**config.mk**
```make
export PLATFORM = sky130hd
export DESIGN_NAME = rx_frame_receiver
export DESIGN_NICKNAME = d
export VERILOG_FILES = /design/src/rtl/rx_frame_receiver.sv
export SDC_FILE = /design/constraint.sdc
export NUM_CORES = 1
export LEC_CHECK = 0
export CAP_MARGIN = 5
export CORE_UTILIZATION = 51
export DETAILED_ROUTE_END_ITERATION = 8
export GPL_ROUTABILITY_DRIVEN = 0
export GPL_TIMING_DRIVEN = 0
export HOLD_SLACK_MARGIN = 0.05
export PLACE_DENSITY = 0.76
export SYNTH_ARGS = -nofsm -noshare
export SYNTH_HDL_FRONTEND = slang
export SYNTH_SLANG_ARGS = --single-unit
```
**constraint.sdc**
```tcl
create_clock -name clk -period 1.5 [get_ports clk]
set_input_delay 0.375 -clock clk [delete_from_list [all_inputs] [get_ports clk]]
set_output_delay 0.375 -clock clk [all_outputs]
set_load 0.005 [all_outputs]
```
**src/rtl/rx_frame_receiver.sv**
```systemverilog
// rx_frame_receiver: UART receive framing stage.
// Synchronizes the Rx line, flags start-bit falling edges, and deserializes
// one frame (start, DATA_BITS data LSB-first, optional parity, one stop bit)
// using externally generated mid-bit sampling strobes.
// Optional feature: define RX_PARITY_EN to compile in the even-parity bit.
module rx_frame_receiver #(
   parameter int DATA_BITS = 8
) (
   input  logic                 clk,
   input  logic                 reset,
   input  logic                 serial_in,
   input  logic                 sampling_strobe,
   output logic                 start_detected,
   output logic [DATA_BITS-1:0] data_out,
   output logic                 data_valid,
   output logic                 framing_error,
   output logic                 parity_error
);

   localparam int CW = $clog2(DATA_BITS + 1);

   typedef enum logic [2:0] {
      IDLE,
      START,
      DATA,
`ifdef RX_PARITY_EN
      PARITY,
`endif
      STOP
   } state_t;

   state_t               state_reg;
   state_t               state_next;
   logic                 rx_meta;
   logic                 rx_sync;
   logic                 rx_prev;
   logic [CW-1:0]        bit_count;
   logic [DATA_BITS-1:0] shift_reg;
   logic                 fall_edge;
   logic                 last_bit;

   // A start is a 1->0 transition of the synchronized line, so a held-low
   // break never retriggers.
   assign fall_edge = rx_prev & ~rx_sync;
   assign last_bit  = (bit_count == CW'(DATA_BITS - 1));

   // Two-flop synchronizer plus one history flop for edge detection.
   always_ff @(posedge clk) begin
      if (reset) begin
         rx_meta <= 1'b1;
         rx_sync <= 1'b1;
         rx_prev <= 1'b1;
      end else begin
         rx_meta <= serial_in;
         rx_sync <= rx_meta;
         rx_prev <= rx_sync;
      end
   end

   // State register.
   always_ff @(posedge clk) begin
      if (reset) state_reg <= IDLE;
      else       state_reg <= state_next;
   end

   // Next-state logic; strobes are ignored in IDLE.
   always_comb begin
      state_next = state_reg;
      case (state_reg)
         IDLE:  if (fall_edge) state_next = START;
         START: if (sampling_strobe) state_next = rx_sync ? IDLE : DATA;
         DATA: begin
            if (sampling_strobe && last_bit) begin
`ifdef RX_PARITY_EN
               state_next = PARITY;
`else
               state_next = STOP;
`endif
            end
         end
`ifdef RX_PARITY_EN
         PARITY: if (sampling_strobe) state_next = STOP;
`endif
         STOP:  if (sampling_strobe) state_next = IDLE;
         default: state_next = IDLE;
      endcase
   end

   // Datapath: start pulse, shift register, bit counter and frame outputs.
   always_ff @(posedge clk) begin
      if (reset) begin
         start_detected <= 1'b0;
         data_out       <= '0;
         data_valid     <= 1'b0;
         framing_error  <= 1'b0;
         shift_reg      <= '0;
         bit_count      <= '0;
      end else begin
         start_detected <= (state_reg == IDLE) && fall_edge;
         data_valid     <= 1'b0;
         case (state_reg)
            IDLE: begin
               if (fall_edge) bit_count <= '0;
            end
            DATA: begin
               if (sampling_strobe) begin
                  shift_reg <= {rx_sync, shift_reg[DATA_BITS-1:1]};
                  bit_count <= bit_count + CW'(1);
               end
            end
            STOP: begin
               if (sampling_strobe) begin
                  data_out      <= shift_reg;
                  data_valid    <= 1'b1;
                  framing_error <= ~rx_sync;
               end
            end
            default: ;
         endcase
      end
   end

`ifdef RX_PARITY_EN
   logic parity_bad;

   // Even parity: data ones plus parity bit must be even; the flag is
   // published only when the frame completes.
   always_ff @(posedge clk) begin
      if (reset) begin
         parity_bad   <= 1'b0;
         parity_error <= 1'b0;
      end else begin
         if (state_reg == PARITY && sampling_strobe)
            parity_bad <= rx_sync ^ (^shift_reg);
         if (state_reg == STOP && sampling_strobe)
            parity_error <= parity_bad;
      end
   end
`else
   assign parity_error = 1'b0;
`endif

endmodule

```
==> impl_results.md <==
- Status: completed
- Residual DRC: 0
- Netlist Area Pre-Place: around 1000 sq um
- Diodes inserted: 0
- EDFF count, synth: 0
- DP Area: 1202 sq um
- ANT nets after route: 0
- Final setup vio count: 0
- Clock Sinks: 28
- Yosys synthesis warning count: 0
- Crit path depth: 4
- Post-synthesis average cell area: about 8.7 sq um
- Max Slew Vio Count: 0
- CP peak stage delay: 0.57 ns
- Die Y: about 47 um
- Power per standard cell area: between 1000 and 1500 nW/um^2
- Synth Net Count: 125
- Die width: 47.18 um
- Post-synth top area share: 53.85%
- Reg2reg path depth: 4
- CTS Buf Count: 3
- Layout cells sized above 1: between 10% and 20%
- CP max FO: 7
- Fmax: 715.5 MHz
- Max-Cap Viols: 0
- P_sw: about 0.24 mW
- Clock power share: 37.9%
- # H-tree levels: 1
- Worst hold stages: 2
- CP required: 1.76 ns
- Post-CTS Setup Bufs: 0
- Leading area contributor after synthesis: dfxtp_1
- Die area: roughly 2200 sq um
- Top cells by area, synth: dfxtp_1 54%, nand2_1 13%, a21oi_1 8.7%
- Primary FF master, synth: dfxtp_1
- Iteration-0 DRC Markers: 19
- Final non-filler cell total: 161
- Switch share: about a fifth
- Yosys reg bits: 28
- Synth top cells by count: 36 x nand2_1, 28 x dfxtp_1, 18 x a21oi_1, 5 x nor2_1, 4 x clkbuf_1
- Netlist cell types: 26
- Post-Synthesis Cells: 120
- Pleak: 0.5013 nW
- I/O pins: 16
- Register area share after synthesis: 53.85%
- Critical-path top delay cell: clkdlybuf4s50_1
- CP arrival: 1.65 ns
- Final Power: roughly 1.3 mW
- Most frequent cell after synthesis: nand2_1
- Critical Path Start Type: input port
- First-pass GRT wire length: 2932 um
- Worst vdd ir: approximately 760 uV
- Clock Root Buffer: clkbuf_4
- Final Hold Fails: 0
- Max clock buf depth: 2
- Crit path buf inv count: 1
- Via count: 822
- Logic pwr share: 3.1%
- Clock transition at path regs: 0.14 ns
- Initial antenna violation count: 0
- Avg Vias per Cell: 5.106
- Dpl hpwl: about 1300 um
- Placed insts: 158
- Vias in the first global route: slightly below 700
- Fin crit period: 1.398 ns
- Drt total wl: 1831 um
- Worst Clk Skew: 0.006227 ns
- Largest net degree at the start of global routing: 17
- CTS tree: yes
- Final setup TNS: 0 ns
- Hold_buf cts: 0
- Core area: roughly 1800 sq um
- Gr ovfl total: 0
- Total GRT Usage: 19.20%
- Cells along the critical path: clkdlybuf4s50_1 > nand4b_1 > or3b_1 > a31oi_1
- Reg power frac: approximately 60%
- Fin crit share: 93.17%
- HP Class: in2reg
- Area growth from synthesis to layout: 20.07%
- Layout Cell Area excl Fill: 1250 sq um
- Core Rows: 15
- Port bufs: 13
- Nets: 142
- Internal Power: 1.037 mW
- Drt pass-1 iters: 4
- Post-DR wirelength/cell: ~11 um
- Starting Density: between 50% and 60%
- Setup crit end kind: register
- WS Path Type: in2reg
- Async SR Flop Fraction: 0%
- Worst-Skew Late Latency: 0.32 ns
- Worst path top cell family by delay: buffers and inverters
- RSZ-0062 raised after global routing: false
-- worst reg2reg max path, cell delays in order, from the launching register on --
cell	delay, ns
dfxtp_1	0.39
ha_1	0.18
nand4b_1	0.13
or3b_1	0.37
a31oi_1	0.16
-- kinds of logic (layout without fill, tap and decap cells) --
kind of cell	after synthesis	after routing	share of synthesized area, %
AOI/OAI and AO/OA	22	22	11.42
buffers and inverters	8	24	4.207
adders and majority gates	1	1	1.202
muxes	1	1	0.9616
and+or+nand+nor	58	58	27.16
other	1	1	0.3602
DFF	28	28	53.85
xor gates and xnor gates	1	1	0.8415
-- placed cells by master (no fill, tap or decap), types with 2 or more instances in the layout --
cell type / count
clkbuf_4: 3
a21oi_1: 18
dfxtp_2: 10
or2_2: 3
buf_2: 2
dfxtp_1: 18
nand2b_1: 2
o21ai_2: 2
nand2_1: 36
nand3_1: 2
or3_1: 2
nand3b_1: 2
clkbuf_1: 3
clkdlybuf4s50_1: 2
nor2_1: 5
dlygate4sd2_1: 11
-- through the flow --
stage,util [%],worst slack [ns],hold slack (ns)
after floorplan,-,0.2704,0.3895
after global placement,66.05,-0.2376,0.3910
after detailed placement,66.05,-0.2976,0.3936
after CTS,68.87,0.04927,0.4040
after global routing,68.66,0.03805,0.4196
final,68.66,0.1024,0.4107
-- power groups by stage --
stage	combinational [mW]	sequential, mW	clock, mW
final	0.0390	0.753	0.484
after global routing	0.0429	0.754	0.525
after CTS	0.0390	0.753	0.498
after detailed placement	0.0393	0.769	0
after global placement	0.0387	0.769	0
after floorplan	0.0262	0.768	0
-- layer usage --
metal  vias up  GRT usage, %  share of wire (%)
met5         -             0                  0
met2        12         31.67                 52
met4         0         8.571               0.66
li1        425             -                  -
met3         2         3.462                2.6
met1       383         24.52                 45
-- final cells by class --
cell class	count	area, sq um
fillers	160	570.5
repair buffers	13	116.4
clock buffers	3	22.52
plain buffers	7	40.04
clock inverters	1	30.03
well taps	25	31.28
flip-flops and latches	28	573.1
multi-input cells	84	436.7
-- worst paths after layout --
check	from	end	slack, ns
worst max-delay path	sampling_strobe	state_reg[0]	0.10
worst min-delay path	reset	state_reg[0]	0.41
worst max register to register	bit_count[0]	state_reg[0]	0.19
worst min register to register	rx_meta	rx_sync	0.43
-- what timing repair did --
action / CTS / global route
endpoints found under the hold margin: 0 / 0
resized for setup: 21 / 0
gates cloned: 0 / 0
endpoints found under the setup margin: 11 / 5
Power figures use the tool's default switching activity.
